==> config.mk <==
export PLATFORM = sky130hd
export DESIGN_NAME = ifetch_unit
export DESIGN_NICKNAME = d
export VERILOG_FILES = /design/src/rtl/ifetch_unit_pkg.sv /design/src/rtl/ifetch_unit.sv
export SDC_FILE = /design/constraint.sdc
export NUM_CORES = 1
export LEC_CHECK = 0
export BUFFER_PORTS_ARGS = -buffer_cell sky130_fd_sc_hd__clkbuf_2
export CAP_MARGIN = 20
export CORE_MARGIN = 4
export CORE_UTILIZATION = 40
export CTS_CLUSTER_DIAMETER = 200
export DETAILED_ROUTE_END_ITERATION = 8
export PLACE_DENSITY = 0.72
export RECOVER_POWER = 50
export SLEW_MARGIN = 20
export SYNTH_ARGS = -nofsm -noshare
export SYNTH_HDL_FRONTEND = slang
export SYNTH_SLANG_ARGS = --single-unit
==> constraint.sdc <==
create_clock -name clk -period 7.7 [get_ports clk]
set_input_delay 0.77 -clock clk [delete_from_list [all_inputs] [get_ports clk]]
set_output_delay 0.77 -clock clk [all_outputs]
set_load 0.005 [all_outputs]
==> src/rtl/ifetch_unit_pkg.sv <==
// rtl/ifetch_unit_pkg.sv - shared types and defaults for the instruction fetch unit
package ifetch_unit_pkg;

   // Default widths of PC/memory addresses and of one instruction word
   localparam int ADDR_WIDTH_DEF = 32;
   localparam int INST_WIDTH_DEF = 32;

   // Fetch FSM: one state per byte read, plus idle and hand-off to decoder
   typedef enum logic [2:0] {
      IF_IDLE = 3'd0,
      IF_B0   = 3'd1,
      IF_B1   = 3'd2,
      IF_B2   = 3'd3,
      IF_B3   = 3'd4,
      IF_DONE = 3'd5
   } if_state_t;

   // Byte lane addressed in a byte-read state; zero in the other states
   function automatic logic [1:0] byte_sel(input if_state_t s);
      logic [1:0] k;
      k = 2'd0;
      case (s)
         IF_B1:   k = 2'd1;
         IF_B2:   k = 2'd2;
         IF_B3:   k = 2'd3;
         default: k = 2'd0;
      endcase
      return k;
   endfunction

   // True while the FSM is reading one of the four instruction bytes
   function automatic logic is_byte_state(input if_state_t s);
      return (s == IF_B0) || (s == IF_B1) || (s == IF_B2) || (s == IF_B3);
   endfunction

endpackage

==> src/rtl/ifetch_unit.sv <==
// rtl/ifetch_unit.sv - fetches one 32-bit instruction as four little-endian byte reads
module ifetch_unit
   import ifetch_unit_pkg::*;
#(
   parameter int ADDR_WIDTH = ADDR_WIDTH_DEF,
   parameter int INST_WIDTH = INST_WIDTH_DEF
) (
   input  logic                  clk,
   input  logic                  rst,
   input  logic [ADDR_WIDTH-1:0] pc_i,
   output logic                  pc_stall_o,
   output logic                  mem_req_o,
   output logic [ADDR_WIDTH-1:0] mem_addr_o,
   input  logic                  mem_ack_i,
   input  logic [7:0]            mem_rdata_i,
   input  logic                  id_stall_i,
   output logic                  inst_valid_o,
   output logic [INST_WIDTH-1:0] inst_o,
   output logic [ADDR_WIDTH-1:0] inst_pc_o
);

   if_state_t             state;
   if_state_t             state_nxt;
   logic [ADDR_WIDTH-1:0] fetch_addr;
   logic [INST_WIDTH-1:0] inst_buf;
   logic [1:0]            lane;
   logic                  in_byte;

   assign lane    = byte_sel(state);
   assign in_byte = is_byte_state(state);

   // State register; reset abandons any fetch in progress
   always_ff @(posedge clk or posedge rst) begin
      if (rst) begin
         state <= IF_IDLE;
      end else begin
         state <= state_nxt;
      end
   end

   // Next state: advance one byte per ack, park in DONE until the decoder takes the word
   always_comb begin
      state_nxt = state;
      case (state)
         IF_IDLE: state_nxt = IF_B0;
         IF_B0:   if (mem_ack_i) state_nxt = IF_B1;
         IF_B1:   if (mem_ack_i) state_nxt = IF_B2;
         IF_B2:   if (mem_ack_i) state_nxt = IF_B3;
         IF_B3:   if (mem_ack_i) state_nxt = IF_DONE;
         IF_DONE: if (!id_stall_i) state_nxt = IF_IDLE;
         default: state_nxt = IF_IDLE;
      endcase
   end

   // Datapath: latch PC, collect bytes, publish the assembled word on the last ack
   always_ff @(posedge clk or posedge rst) begin
      if (rst) begin
         fetch_addr   <= '0;
         inst_buf     <= '0;
         inst_o       <= '0;
         inst_pc_o    <= '0;
         inst_valid_o <= 1'b0;
      end else begin
         case (state)
            IF_IDLE: begin
               fetch_addr <= pc_i;
            end
            IF_B0, IF_B1, IF_B2: begin
               if (mem_ack_i) begin
                  inst_buf[{lane, 3'b000} +: 8] <= mem_rdata_i;
               end
            end
            IF_B3: begin
               if (mem_ack_i) begin
                  inst_buf[INST_WIDTH-1 -: 8] <= mem_rdata_i;
                  inst_o       <= {mem_rdata_i, inst_buf[INST_WIDTH-9:0]};
                  inst_pc_o    <= fetch_addr;
                  inst_valid_o <= 1'b1;
               end
            end
            IF_DONE: begin
               if (!id_stall_i) begin
                  inst_valid_o <= 1'b0;
               end
            end
            default: begin
               inst_valid_o <= 1'b0;
            end
         endcase
      end
   end

   // Outputs: byte request/address while reading; PC released only on acceptance
   always_comb begin
      mem_req_o  = in_byte;
      mem_addr_o = '0;
      if (in_byte) begin
         mem_addr_o = fetch_addr + ADDR_WIDTH'(lane);
      end
      pc_stall_o = ~((state == IF_DONE) && !id_stall_i);
   end

endmodule

Word level (Yosys, flattened, before mapping)

Index checks and enable logic that the tools add are counted.

Multiplexer cells: 15
Add/sub/neg operators: 2
Shift-type cells: 2
Equality and inequality tests: 11
Reductions and logical operators: 14
Bitwise gates (word level): 2

Operator list:

| cell                                                  | count |
|---|---|
| two-way mux 32 bit                                    | 2 |
| adder 32 x 2 -> 32 bit                                | 1 |
| bitwise mux 32 bit                                    | 1 |
| variable shift 8 x 7 -> 32 bit (first input constant) | 1 |
| indexed part select 8 x 7 -> 32 bit                   | 1 |
| case mux 3 bit (6 select lines)                       | 1 |
| case mux 8 bit (2 select lines)                       | 1 |
| two-way mux 3 bit                                     | 5 |
| != test 2 bit (second input constant)                 | 6 |
| two-way mux 8 bit                                     | 1 |
| negator 5 -> 7 bit                                    | 1 |
| == test 3 x 2 -> 1 bit (second input constant)        | 2 |
| == test 3 bit (second input constant)                 | 2 |
| case mux 2 bit (3 select lines)                       | 1 |
| AND reduction 3 bit                                   | 2 |
| AND reduction 5 bit                                   | 1 |
| AND reduction 2 bit                                   | 2 |
| OR reduction 4 bit                                    | 1 |
| == test 3 x 1 -> 1 bit (second input constant)        | 1 |
| zero test 3 bit                                       | 1 |
| logical OR 1 bit                                      | 3 |
| case mux 1 bit (3 select lines)                       | 1 |
| OR reduction 3 bit                                    | 1 |
| two-way mux 1 bit                                     | 2 |
| 4 further kinds                                       | 5 |

Register bits: 132
Logic and storage cells: 53
Input port bits: 44

Logic depth before layout (Yosys ltp)

Depth after elaboration: 7
Gate-level depth with buffers: 12
Depth with buffers taken out: 9

Worst setup path before layout

No wires, ideal clock.

Path type: register -> output
From: register state[1]
To: output port mem_addr_o[16]
Required time: 6930 ps
Path slack: 3783 ps
Stages on the path, launching flop included: 12
Buffers on the path: 2
Arrival time: 3147 ps
Cells stage by stage: dfrtp_1 > buf_2 > nand2b_1 > a21oi_2 > ha_1 > inv_1 > fa_1 > nand3b_2 > or4_1 > buf_2 > or4_1 > a21oi_1

Word-level cells in the longest chain between the ends: 5
Elaborated cells on any way between the ends: 10
Classes of those cells: add/sub: 1; eq/ne: 4; mux: 2; reduce/logical: 3

Ends and longest elaborated chain:

| what                                                                           | line              | RTL |
|---|---|---|
| start: declaration                                                             | ifetch_unit.sv:22 | `if_state_t state;` |
| start signal: assignment                                                       | ifetch_unit.sv:37 | `state <= state_nxt;` |
| parallel branches: the longest is 4 deep, another holds adder 32 x 2 -> 32 bit | --                |  |
| two-way mux 32 bit (*)                                                         | ifetch_unit.sv:97 | `if (in_byte) begin` |
| end: declaration                                                               | ifetch_unit.sv:13 | `output logic [ADDR_WIDTH-1:0] mem_addr_o,` |

Mark *: on every way between the ends.

==> results summary <==
The number of gates resized after CTS was 0. The clock network latency to the later pin of the worst-skew pair is 0.41 ns. The fraction of the cycle the final worst path needs came out at 67.1%.

Along the worst path, the maximum fanout reaches 66. The final reports fail on max-capacitance violations, max-slew violations. The antenna cell count came out at 0. The die height came out at 126 um. The wire length of the first global-routing pass is 23200 um. Counting instances in the post-synthesis netlist gives the leading cell types as sky130_fd_sc_hd__dfrtp_1 (124), sky130_fd_sc_hd__mux2_2 (89), sky130_fd_sc_hd__a22o_1 (24), sky130_fd_sc_hd__a21oi_1 (22), sky130_fd_sc_hd__nand2_1 (22). The dominant cell type by area after synthesis is sky130_fd_sc_hd__dfrtp_1. After detailed routing, the number of remaining DRC violations is 0. Power spread over the standard cell area amounts to 439 nW/um^2. The placer congestion estimate is 0.882. The final count of negative-setup-slack endpoints is 0. The worst setup path is captured at an asynchronous set/reset pin. The number of antenna violations at the first check in global routing is 0. The critical path goes through clkbuf_2 > clkinvlp_2 > clkbuf_1. Counting tap cells, the placed design contains a total of 752 instances. The clock period minus final worst setup slack came out at 5.17 ns. The largest stage delay on the critical path is 2.53 ns. The synthesized area divided by synthesized cell count is 12.3 um^2. The H-tree depth is 4.

The share of synthesized flip-flops with an asynchronous set or reset is 100%. The die area is 15900 um^2. The cell sitting at the root of the clock tree is a sky130_fd_sc_hd__clkbuf_16.

The synthesis warning total is 0. The leakage power came out at 0.00319 uW. The clock-pin slew on the worst setup and hold paths is 0.05 ns.

Dividing the detail-routed via count by the number of cells gives 5.45. The final hold slack is 0.505 ns. The count of state elements after synthesis came out at 124. The count of buffering cells on the critical path with inverters included came out at 3. The x dimension of the die is 126 um. The number of maximum-capacitance constraint violations is 4. The largest net degree at the start of global routing came out at 67. The most used flip-flop cell after synthesis is sky130_fd_sc_hd__dfrtp_1. The final count of hold timing violations is 0. The number of synthesized flops with an enable pin came out at 0. The critical path starts at rst. Across every metal layer, demand over resource in global routing totals 18.3%. Derived from the worst setup path, the maximum achievable clock frequency is 194 MHz. The worst voltage drop across the vdd grid is 0.192 mV. Row generation in the floorplan step produced 42 rows. The HPWL after detailed placement is 9930 um. Relative to the synthesized area, the layout overhead comes to 25.2%. The slowest stage of the critical path is the sky130_fd_sc_hd__clkbuf_1 cell.

After synthesis, the cell types taking the most area are sky130_fd_sc_hd__dfrtp_1 (55%), sky130_fd_sc_hd__mux2_2 (18%), sky130_fd_sc_hd__a22o_1 (3.8%). The synthesized cell area is 5590 um^2. The effective utilization at floorplan came out at 41.6%. The share of final-layout standard cells stronger than drive strength 1 came out at 39.0%. The detailed-route wire length came out at 14200 um. The net count of the finished layout is 646. The number of iterations in the first detailed-routing pass came out at 5. The total count of max-transition violations in the final report is 191. The number of sinks on the clock net is 124.

The sequential area share after synthesis is 55.5%. The cell family contributing the most delay on the critical path is buffers and inverters. The number of different library cells used by synthesis comes to 38.

The synthesized instance count came out at 454. The routed length per placed instance is 18.1 um. The post-synthesis net count came out at 505. The clock skew came out at 0.00442 ns. By startpoint and endpoint, the worst setup path is classified as in2async. The startpoint identified for the worst register-to-register timing path is state[0]$_DFFE_PP0P_. Buffers placed on the I/O ports in this run total 142. Excluding fillers, the count of instances in the completed layout stands at 783. The worst slew slack as a fraction of its limit came out at -132%.

The required time of the critical path came out at 7.42 ns. The count of hold buffers inserted by post-cts repair came out at 0. The run finished, with violations left.

Setup repair after global routing left no endpoint under its margin. Counting the buffers created by CTS gives 17. STA classifies the critical path startpoint as an input pin.

Detailed routing inserted a total of 4270 vias. The clock passes through at most 2 buffers. The remaining global-route overflow is 0. The number of global-route vias before repair came out at 4342. Data on the critical path arrives at its endpoint at 4.89 ns. The startpoint identified for the worst hold timing path is inst_o[0]$_DFFE_PP0P_. The share of the synthesized area in the top cell type is 55.5%.

TritonCTS built the clock tree. The final sum of negative setup slack is 0 ns. After clock tree synthesis, the setup repair step added 0 buffers. The core region is 13500 um^2.

The transition time at the pin with the least slew margin is 3.48 ns. In the post-synthesis netlist, the cell with the most instances is sky130_fd_sc_hd__dfrtp_1. The class of the most critical hold timing path is reg2reg. The count of boundary I/O pins is 143.

The starting DRC count in detailed routing came out at 274. The number of nets with antenna violations after routing came out at 0.
metrics by stage:
step	setup slack [ns]	cell area [um^2]	power (uW)	utilization (%)
2_1_floorplan	3.63	5590	1800	-
3_3_place_gp	3.35	6460	2240	48.0
3_5_place_dp	3.18	6460	2290	48.0
4_1_cts	2.70	7060	3120	52.5
5_1_grt	1.29	7000	3280	52.1
6_report	2.53	7000	3080	52.1
worst paths after layout:
path / end / slack [ns] / cells past startpoint
min in group asynchronous: inst_o[5]$_DFFE_PP0P_ / 1.01 / 2
hold / removal: inst_o[0]$_DFFE_PP0P_ / 0.51 / 1
max in group clk: mem_addr_o[20] / 2.73 / 7
hold reg to reg: inst_o[0]$_DFFE_PP0P_ / 0.51 / 1
setup reg to reg: inst_pc_o[16]$_DFFE_PP0P_ / 4.29 / 4
setup / recovery: inst_pc_o[18]$_DFFE_PP0P_ / 2.53 / 3
where the power goes:
part	leakage [uW]	total, uW	switching [uW]	internal [uW]
Combinational	0.00133	1110	562	546
Sequential	0.00159	1160	250	914
Clock	0.000277	804	281	523
Total	0.00319	3080	1090	1980
kinds of logic (layout without fill, tap and decap cells):
group,Yosys count,count (layout),synth area share [%]
and+or+nand+nor,104,104,10.4
xor gates and xnor gates,10,10,1.57
AOI/OAI and AO/OA,82,82,10.1
DFF,124,124,55.5
buffers and inverters,37,190,2.68
muxes,90,90,18.1
adders and majority gates,7,7,1.70
final cells by class:
cell class	instances	area (um^2)
flip-flops and latches	124	3100
inverters	14	53.8
clock buffers	21	460
clock inverters	10	141
repair buffers	145	687
fillers	1213	6450
multi-input cells	293	2340
well taps	176	220
state kept, by name, indices dropped and copies added, names as in the netlist:
register / cells
state: 3
inst_buf: 24
inst_valid_o: 1
fetch_addr: 32
inst_o: 32
inst_pc_o: 32
worst register-to-register path, cell delays in order, from the launching register on:
cell	delay, ns
sky130_fd_sc_hd__dfrtp_1	0.51
sky130_fd_sc_hd__or2_2	0.39
sky130_fd_sc_hd__nor2_1	1.24
sky130_fd_sc_hd__buf_4	0.68
sky130_fd_sc_hd__mux2_2	0.46
layer usage:
metal | track usage, % | vias to the layer above | routed length [um]
li1 | - | 1964 | -
met1 | 23.3 | 2144 | 6040
met2 | 29.9 | 129 | 7120
met3 | 4.32 | 33 | 649
met4 | 7.76 | 0 | 371
met5 | 0 | - | 0
layout by cell type (no fill, tap or decap), drive strengths merged, types with 6 or more instances in the layout:
cell	instances
o21ai	13
clkbuf	165
inv	13
a22o	24
o31ai	14
mux2	89
ha	6
nor3	6
nand2	22
xnor2	7
nor4	6
dfrtp	124
a21oi	23
or4	16
nand3	14
nor2	14
or3	6
clkinvlp	6
No activity file was read; power rests on OpenSTA's default activity.
